## src/rtl/cpu_irq_ctrl.sv

```systemverilog
// cpu_irq_ctrl: CPU-side interrupt controller for the fabric IRQ lines.
// Both the IRQ lines and the fabric-configured flag are asynchronous to CLK,
// so each one passes through a synchroniser before it is used.
// After that, a per-line mask and an edge/level mode are applied.
// Pending interrupts are latched, and the lowest pending index is presented
// to the CPU over a req/ack handshake.
//
// Optional feature: define CPU_IRQ_CTRL_COUNT_EN to build a saturating 16-bit
// counter of accepted acknowledges. Without it, irq_count is tied to zero.
module cpu_irq_ctrl #(
  parameter int NUM_IRQ     = 4,
  parameter int SYNC_STAGES = 2,
  localparam int ID_W       = (NUM_IRQ > 1) ? $clog2(NUM_IRQ) : 1
) (
  input  logic               CLK,
  input  logic               RST,
  input  logic [NUM_IRQ-1:0] IRQ_top,
  input  logic               CONFIGURED_top,
  input  logic [NUM_IRQ-1:0] irq_mask,
  input  logic [NUM_IRQ-1:0] irq_edge_mode,
  output logic [NUM_IRQ-1:0] irq_pending,
  output logic               irq_req,
  output logic [ID_W-1:0]    irq_id,
  input  logic               irq_ack,
  output logic [15:0]        irq_count
);

  typedef enum logic [1:0] {
    ST_IDLE = 2'd0,
    ST_REQ  = 2'd1,
    ST_HOLD = 2'd2
  } state_t;

  // Synchroniser chains; index SYNC_STAGES-1 is the CLK-domain view.
  logic [NUM_IRQ-1:0]     r_irq_sync [SYNC_STAGES];
  logic [SYNC_STAGES-1:0] r_cfg_sync;

  logic [NUM_IRQ-1:0] r_prev;
  logic [NUM_IRQ-1:0] r_pend;
  state_t             r_state;
  logic               r_req;
  logic [ID_W-1:0]    r_id;

  logic [NUM_IRQ-1:0] w_s_irq;
  logic               w_s_cfg;
  logic               w_accept;
  logic [NUM_IRQ-1:0] w_clr;
  logic [NUM_IRQ-1:0] w_rise;
  logic [NUM_IRQ-1:0] w_pend_edge;
  logic [NUM_IRQ-1:0] w_pend_level;
  logic [NUM_IRQ-1:0] w_pend_nxt;
  logic [ID_W-1:0]    w_low_id;

  assign w_s_irq = r_irq_sync[SYNC_STAGES-1];
  assign w_s_cfg = r_cfg_sync[SYNC_STAGES-1];

  // An acknowledge only counts while a request is actually outstanding.
  // If the fabric has gone unconfigured in the same cycle, that wins instead.
  assign w_accept = (r_state == ST_REQ) && irq_ack && w_s_cfg;

  // Multi-flop synchronisers for the asynchronous IRQ lines and configured flag.
  always_ff @(posedge CLK or posedge RST) begin
    if (RST) begin
      for (int k = 0; k < SYNC_STAGES; k++) begin
        r_irq_sync[k] <= '0;
      end
      r_cfg_sync <= '0;
    end else begin
      r_irq_sync[0] <= IRQ_top;
      for (int k = 1; k < SYNC_STAGES; k++) begin
        r_irq_sync[k] <= r_irq_sync[k-1];
      end
      r_cfg_sync <= {r_cfg_sync[SYNC_STAGES-2:0], CONFIGURED_top};
    end
  end

  // Edge history: the synchronised line value from the previous cycle.
  always_ff @(posedge CLK or posedge RST) begin
    if (RST) begin
      r_prev <= '0;
    end else begin
      r_prev <= w_s_irq;
    end
  end

  // Build a one-hot clear for the line whose request was just accepted.
  always_comb begin
    w_clr = '0;
    for (int i = 0; i < NUM_IRQ; i++) begin
      w_clr[i] = w_accept && (r_id == ID_W'(i));
    end
  end

  // Next pending state.
  // Edge lines hold until acked, and a new edge beats a same-cycle clear.
  // Level lines simply follow the masked input.
  always_comb begin
    w_rise       = w_s_irq & ~r_prev & irq_mask;
    w_pend_edge  = (r_pend & ~w_clr) | w_rise;
    w_pend_level = w_s_irq & irq_mask;
    w_pend_nxt   = (irq_edge_mode & w_pend_edge) | (~irq_edge_mode & w_pend_level);
  end

  // Pending register; losing the fabric configuration drops everything.
  always_ff @(posedge CLK or posedge RST) begin
    if (RST) begin
      r_pend <= '0;
    end else if (!w_s_cfg) begin
      r_pend <= '0;
    end else begin
      r_pend <= w_pend_nxt;
    end
  end

  // Fixed priority: the lowest set index wins.
  always_comb begin
    w_low_id = '0;
    for (int i = NUM_IRQ - 1; i >= 0; i--) begin
      if (r_pend[i]) begin
        w_low_id = ID_W'(i);
      end
    end
  end

  // Request FSM.
  // REQ holds its ID until acked, even if the source goes away.
  // HOLD gives one cycle for the cleared pending state to settle.
  always_ff @(posedge CLK or posedge RST) begin
    if (RST) begin
      r_state <= ST_IDLE;
      r_req   <= 1'b0;
      r_id    <= '0;
    end else if (!w_s_cfg) begin
      r_state <= ST_IDLE;
      r_req   <= 1'b0;
    end else begin
      case (r_state)
        ST_IDLE: begin
          if (|r_pend) begin
            r_id    <= w_low_id;
            r_req   <= 1'b1;
            r_state <= ST_REQ;
          end
        end
        ST_REQ: begin
          if (irq_ack) begin
            r_req   <= 1'b0;
            r_state <= ST_HOLD;
          end
        end
        ST_HOLD: begin
          r_state <= ST_IDLE;
        end
        default: begin
          r_req   <= 1'b0;
          r_state <= ST_IDLE;
        end
      endcase
    end
  end

  assign irq_pending = r_pend;
  assign irq_req     = r_req;
  assign irq_id      = r_id;

`ifdef CPU_IRQ_CTRL_COUNT_EN
  logic [15:0] r_count;

  // Saturating count of accepted acks; only RST clears it.
  always_ff @(posedge CLK or posedge RST) begin
    if (RST) begin
      r_count <= 16'h0000;
    end else if (w_accept && (r_count != 16'hFFFF)) begin
      r_count <= r_count + 16'd1;
    end
  end

  assign irq_count = r_count;
`else
  assign irq_count = 16'h0000;
`endif

endmodule

```

## config.mk

```make
export PLATFORM = sky130hd
export DESIGN_NAME = cpu_irq_ctrl
export DESIGN_NICKNAME = d
export VERILOG_FILES = /design/src/rtl/cpu_irq_ctrl.sv
export SDC_FILE = /design/constraint.sdc
export NUM_CORES = 1
export LEC_CHECK = 0
export ABC_AREA = 1
export CAP_MARGIN = 10
export CORE_ASPECT_RATIO = 1.2
export CORE_MARGIN = 3
export CORE_UTILIZATION = 30
export CTS_CLUSTER_SIZE = 40
export DETAILED_ROUTE_END_ITERATION = 8
export MAX_ROUTING_LAYER = met4
export SETUP_SLACK_MARGIN = 0.1
export SYNTH_ARGS = -nofsm -noshare
export SYNTH_HDL_FRONTEND = slang
export SYNTH_SLANG_ARGS = --single-unit
```

## constraint.sdc

```tcl
create_clock -name CLK -period 1.91 [get_ports CLK]
set_clock_uncertainty 0.2 [all_clocks]
set_input_delay 0.191 -clock CLK [delete_from_list [all_inputs] [get_ports CLK]]
set_output_delay 0.191 -clock CLK [all_outputs]
set_load 0.05 [all_outputs]
```

==> summary.md, run 1 <==
| Metric | Value |
|---|---|
| Post-Syn Area | `996.0 sq um` |
| Peak supply drop | `0.0005127 V` |
| Endpoints failing setup | `0` |
| Most common cell in the netlist | `nand2_1` |
| Synth Instances | `103` |
| DP Area | `1187 sq um` |
| Max-cap viol count | `0` |
| Worst-Skew Late Latency | `0.30 ns` |
| Max FO, Critical Path | `6` |
| Lkg Pwr | `0.6215 nW` |
| Setup TNS | `0 ns` |
| Root buffer cell | `clkbuf_4` |
| Area occupied by multi-input gates | `307.8 sq um` |
| GR met2 Demand/Resource | `14.91%` |
| CP top delay family | `flip-flops` |
| PD cells | `867.7 nW/um^2` |
| CP Class | `register to output port` |
| Critical-path top delay cell | `dfrtp_1` |
| Largest net degree at the start of global routing | `24` |
| Critical Path Source Type | `register` |
| Routability cong. | `0.7443` |
| Global route overflow | `0` |
| Yosys Warn Count | `0` |
| Top post-synthesis cells by count | `nand2_1 (24), dfrtp_1 (23), buf_4 (16)` |
| Post-CTS sizing | `0` |
| Main synth FF type | `dfrtp_1` |
| CP Capture Type | `output port` |
| GR Util met3 | `1.124%` |
| DRC Markers | `0` |
| Status | `complete, no violations` |
| Hold buffers post-CTS | `0` |
| Port Buf Inserts | `22` |
| DR pass1 iterations | `4` |
| Synthesis-to-layout area growth | `21.99%` |
| Worst hold path class | `input pin to asynchronous set/reset pin` |
| Gr usage total | `9.169%` |
| RSZ-0062 raised after global routing | `false` |
| Avg WL per Cell | `10.16 microns` |
| First-pass GRT wire length | `2842 microns` |
| Die height | `69.12 microns` |
| # fillers | `326` |
| Crit share post-route | `71.76%` |
| Core Region | `3110 sq um` |
| Final HPWL DP | `1358 microns` |
| Ports | `39` |
| Antenna violations before repair | `0` |
| FMAX | `729.6 MHz` |
| Standard-cell row count | `22` |
| Die width | `58.60 microns` |
| Share of synthesized registers carrying an async set or reset | `100.0%` |
| Area fraction of the dominant cell type after synthesis | `57.79%` |
| Yosys top cell by area | `dfrtp_1` |
| Clock Tree Buf Depth | `2` |
| Req. time, crit path | `1.52 ns` |
| Tot Pwr | `1.054 mW` |
| Postcts setup bufs | `0` |
| Vias/cell | `4.188` |
| Via count | `691` |
| Area contributors post-synth | `dfrtp_1 (58%), buf_4 (12%), nand2_1 (9.0%), inv_1 (4.9%), nand3_1 (3.5%)` |
| Distinct cells, synth | `17` |
| Tmin final | `1.371 ns` |
| Sequential area share after synthesis | `57.79%` |
| Slew Viols, Final | `0` |
| Initial drt markers | `20` |
| Most Crowded Layer GR | `met2` |
| Synthesized area per cell | `9.669 sq um` |
| Post-layout util | `39.06%` |
| Final ANT Viol Nets | `0` |
| Number of synthesized flops with an enable pin | `0` |
| Cell Chain, Critical Path | `buf_4` |
| CTS tree | `done` |
| Nets | `146` |
| Final Cell Area | `1215 sq um` |
| Starting density of the core | `32.02%` |
| Synth Register Bits | `23` |
| Non-filler cells, final | `165` |
| H-tree depth | `1` |
| Cts bufs inserted | `3` |
| Critical path buffers and inverters | `1` |
| Share of cells above drive strength 1 | `13.95%` |
| Clock Sinks | `23` |
| Met1 usage | `10.98%` |
| Endpoints failing hold | `0` |
| Total Wirelength | `1677 microns` |
| R2R Setup Slk | `0.67 ns` |
| Die footprint | `4050 sq um` |
| Delay of the slowest critical-path stage | `0.45 ns` |
| Reg area | `575.6 sq um` |
| Number of global-route vias before repair | `690` |
| # diodes | `0` |
| Worst Path Arrival | `0.98 ns` |
| Clk slew on worst S/H paths | `0.12 ns` |
| Dpl cells | `161` |
==> power by group <==
group / switching (mW) / internal (mW) / leakage, nW
clock network: 0.131 / 0.0779 / 0.0177
logic: 0.208 / 0.0826 / 0.321
registers: 0.0299 / 0.524 / 0.282
==> final cells by class <==
cell class	instances	area share, %
Multi-Input combinational cell	66	25.33
Sequential cell	23	47.37
Inverter	13	4.016
Timing Repair Buffer	23	17.30
Clock inverter	1	0.4119
Clock buffer	3	1.854
Tap cell	36	3.708
==> metrics by stage <==
step / hold slack [ns] / setup WS (ns)
final: 0.01865 / 0.5394
after CTS: 0.01551 / 0.5161
after global routing: 0.02967 / 0.4718
after floorplan: -0.007076 / 0.4900
after global placement: 0.1332 / 0.5385
after detailed placement: 0.1363 / 0.5132
==> kinds of logic (layout without fill, tap and decap cells) <==
family / after synthesis / in the layout / share of synthesized area [%]
and+or+nand+nor: 42 / 42 / 20.22
buffers and inverters: 29 / 40 / 16.96
DFF: 23 / 23 / 57.79
AOI/OAI and AO/OA: 8 / 8 / 4.648
other: 1 / 16 / 0.3765
==> metal layers <==
metal	vias up	share of wire, %
met3	2	8.6
li1	337	-
met4	0	1.1
met2	32	50
met5	-	0
met1	320	40
==> sequential cells by signal (all words and copies together), names as in the netlist <==
name	cells
w_s_irq	4
r_state	2
irq_req	1
r_irq_sync	4
irq_id	2
irq_pending	4
r_cfg_sync	2
r_prev	4
==> final timing paths <==
| path | start | end | cells past startpoint |
|---|---|---|---|
| max reg2reg | r_cfg_sync[1] | irq_pending[0] | 5 |
| min in group CLK | CONFIGURED_top | r_cfg_sync[0] | 1 |
| max | irq_id[0] | irq_id[0] | 1 |
| min | RST | r_cfg_sync[0] | 3 |
| min reg2reg | r_irq_sync[5] | w_s_irq[1] | 0 |
| max in group asynchronous | RST | w_s_irq[0] | 3 |
==> cell usage in the layout (no fill, tap or decap) <==
master	count
nor2_1	3
o21ai_0	1
clkbuf_4	3
clkinv_2	1
nand3_1	7
dfrtp_1	23
o21ai_2	1
nor2_4	2
a22oi_1	1
a21oi_1	4
conb_1	16
inv_1	13
nand3b_1	2
o21ai_1	1
nor3_1	1
buf_4	8
clkdlybuf4s50_1	15
nand2_2	2
nand2_1	24
nand3_2	1
Power figures use the tool's default switching activity.
==> inputs of run 2 (changes only) <==
- clock period: 1.91 -> 1.2 ns (I/O delays scaled with it)
==> run 2 against run 1 <==
Against the previous run: the run now ends with setup timing left; final cell count grew 7.3%; clock-buffer cell count unchanged; power up 77%; routed wire length up 8.6%; design area increased by 23%; die area did not move; first-iteration DRC count shrank 30%; clock power grew 61%; largest cell class unchanged; largest power group unchanged.
==> summary.md, run 2 (synthesized netlist as in run 1, its figures left out) <==
| Metric | Value |
|---|---|
| Ports | `39` |
| Endpoints failing setup | `14` |
| Reg area | `585.6 sq um` |
| Lkg Pwr | `0.7186 nW` |
| Worst Path Arrival | `0.99 ns` |
| FMAX | `764.2 MHz` |
| Endpoints failing hold | `0` |
| Status | `finished with violations` |
| CP Capture Type | `output port` |
| Initial drt markers | `14` |
| Peak supply drop | `0.0007405 V` |
| CP Class | `register to output port` |
| Routability cong. | `0.7072` |
| Most frequent cells in the layout | `nand2_1 (21), conb_1 (16), clkdlybuf4s50_1 (15), dfrtp_1 (15)` |
| Slew Viols, Final | `0` |
| Area occupied by multi-input gates | `360.3 sq um` |
| Die footprint | `4050 sq um` |
| Gr usage total | `9.988%` |
| DR pass1 iterations | `2` |
| CTS tree | `done` |
| Port Buf Inserts | `22` |
| Req. time, crit path | `0.88 ns` |
| Non-filler cells, final | `177` |
| Antenna violations before repair | `0` |
| Commonest non-fill, non-tap cell in the layout | `nand2_1` |
| First-pass GRT wire length | `3098 microns` |
| Nets | `158` |
| Critical Path Source Type | `register` |
| Cts bufs inserted | `3` |
| Clk slew on worst S/H paths | `0.12 ns` |
| Max-cap viol count | `0` |
| RSZ-0062 raised after global routing | `true` |
| Core Region | `3110 sq um` |
| Die width | `58.60 microns` |
| Avg WL per Cell | `10.29 microns` |
| PD cells | `1246 nW/um^2` |
| Largest net degree at the start of global routing | `24` |
| Post-layout util | `48.11%` |
| Synthesis-to-layout area growth | `50.25%` |
| H-tree depth | `1` |
| Root buffer cell | `clkbuf_4` |
| R2r worst-path depth | `6` |
| Number of global-route vias before repair | `769` |
| Clock Sinks | `23` |
| Die height | `69.12 microns` |
| Final ANT Viol Nets | `0` |
| Crit share post-route | `109.0%` |
| Hold path depth | `1` |
| Clock Tree Buf Depth | `2` |
| Violated checks | `setup timing` |
| Worst-Skew Late Latency | `0.30 ns` |
| Tmin final | `1.309 ns` |
| Vias/cell | `4.209` |
| Via count | `745` |
| Max FO, Critical Path | `2` |
| Dpl cells | `165` |
| Global route overflow | `0` |
| Standard-cell row count | `22` |
| Final HPWL DP | `1346 microns` |
| # diodes | `0` |
| Worst setup margin | `-0.1086 ns` |
| Starting density of the core | `32.02%` |
| Total Wirelength | `1822 microns` |
| DRC Markers | `0` |
| # fillers | `306` |
| Share of cells above drive strength 1 | `35.46%` |
| Worst hold path class | `input pin to register` |
==> run 2: cell count changes in the layout (fill, tap and decap cells not counted), moves of 2 or more <==
cell,before,now
inv_1,13,7
inv_4,0,3
nand2_1,24,21
dfrtp_1,23,15
nand3_1,7,5
nand2_4,0,3
buf_4,8,6
dfrtp_2,0,8
inv_2,0,3
nand3_2,1,3
buf_12,0,8
buf_6,0,5
==> run 2: path summary, 6_finish.rpt <==
check | end | slack, ns | from
worst max-delay path | irq_pending[1] | -0.11 | irq_pending[1]
worst max register to register | irq_id[0] | -0.07 | irq_pending[3]
max in group asynchronous | irq_pending[2] | 0.16 | RST
min in group asynchronous | r_irq_sync[5] | 0.48 | RST
worst min-delay path | r_cfg_sync[0] | 0.04 | CONFIGURED_top
worst min register to register | w_s_irq[3] | 0.16 | r_irq_sync[7]
==> run 2: layer usage <==
layer	share of wire (%)	GRT usage (%)
met1	38	11.23
met3	6.4	2.247
met4	0	2.267
met5	0	-
met2	55	17.64
==> run 2: what timing repair did <==
item / 4_1_cts / 5_1_grt
gates cloned: 0 / 0
buffers inserted: 6 / 1
resized for setup: 15 / 6
endpoints found under the hold margin: 23 / 0
setup endpoints to repair: 15 / 16
hold buffers: 1 / 0
pin swaps: 4 / 4
==> run 2: critical path, stage by stage (launching register included) <==
cell and delay (ns):
dfrtp_2 0.43, buf_6 0.12, buf_12 0.14
==> run 2: stage by stage <==
step / hold slack, ns / worst slack (ns) / power (mW) / TNS [ns] / cell area (sq um)
floorplan: -0.07850 / -0.02936 / 1.272 / -0.07311 / 1065
global placement: 0.1318 / -0.1015 / 1.469 / -0.2564 / 1330
detailed placement: 0.1356 / -0.1449 / 1.477 / -0.3916 / 1330
CTS: 0.03379 / -0.1174 / 1.861 / -0.9380 / 1468
global route: 0.01765 / -0.1619 / 1.971 / -1.691 / 1496
finish: 0.03780 / -0.1086 / 1.864 / -0.7773 / 1496
==> run 2: where the power goes <==
| group | total, mW | switching [mW] | internal [mW] |
|---|---|---|---|
| registers | 0.903 | 0.0637 | 0.840 |
| logic | 0.625 | 0.365 | 0.260 |
| clock network | 0.336 | 0.212 | 0.124 |
| total | 1.86 | 0.641 | 1.22 |
==> run 2: cell type report <==
type | instances | area share [%]
multi-input cells | 66 | 24.08
repair buffers | 35 | 28.18
flip-flops and latches | 23 | 39.13
clock inverters | 1 | 0.3344
clock buffers | 3 | 1.505
inverters | 13 | 3.763
well taps | 36 | 3.010
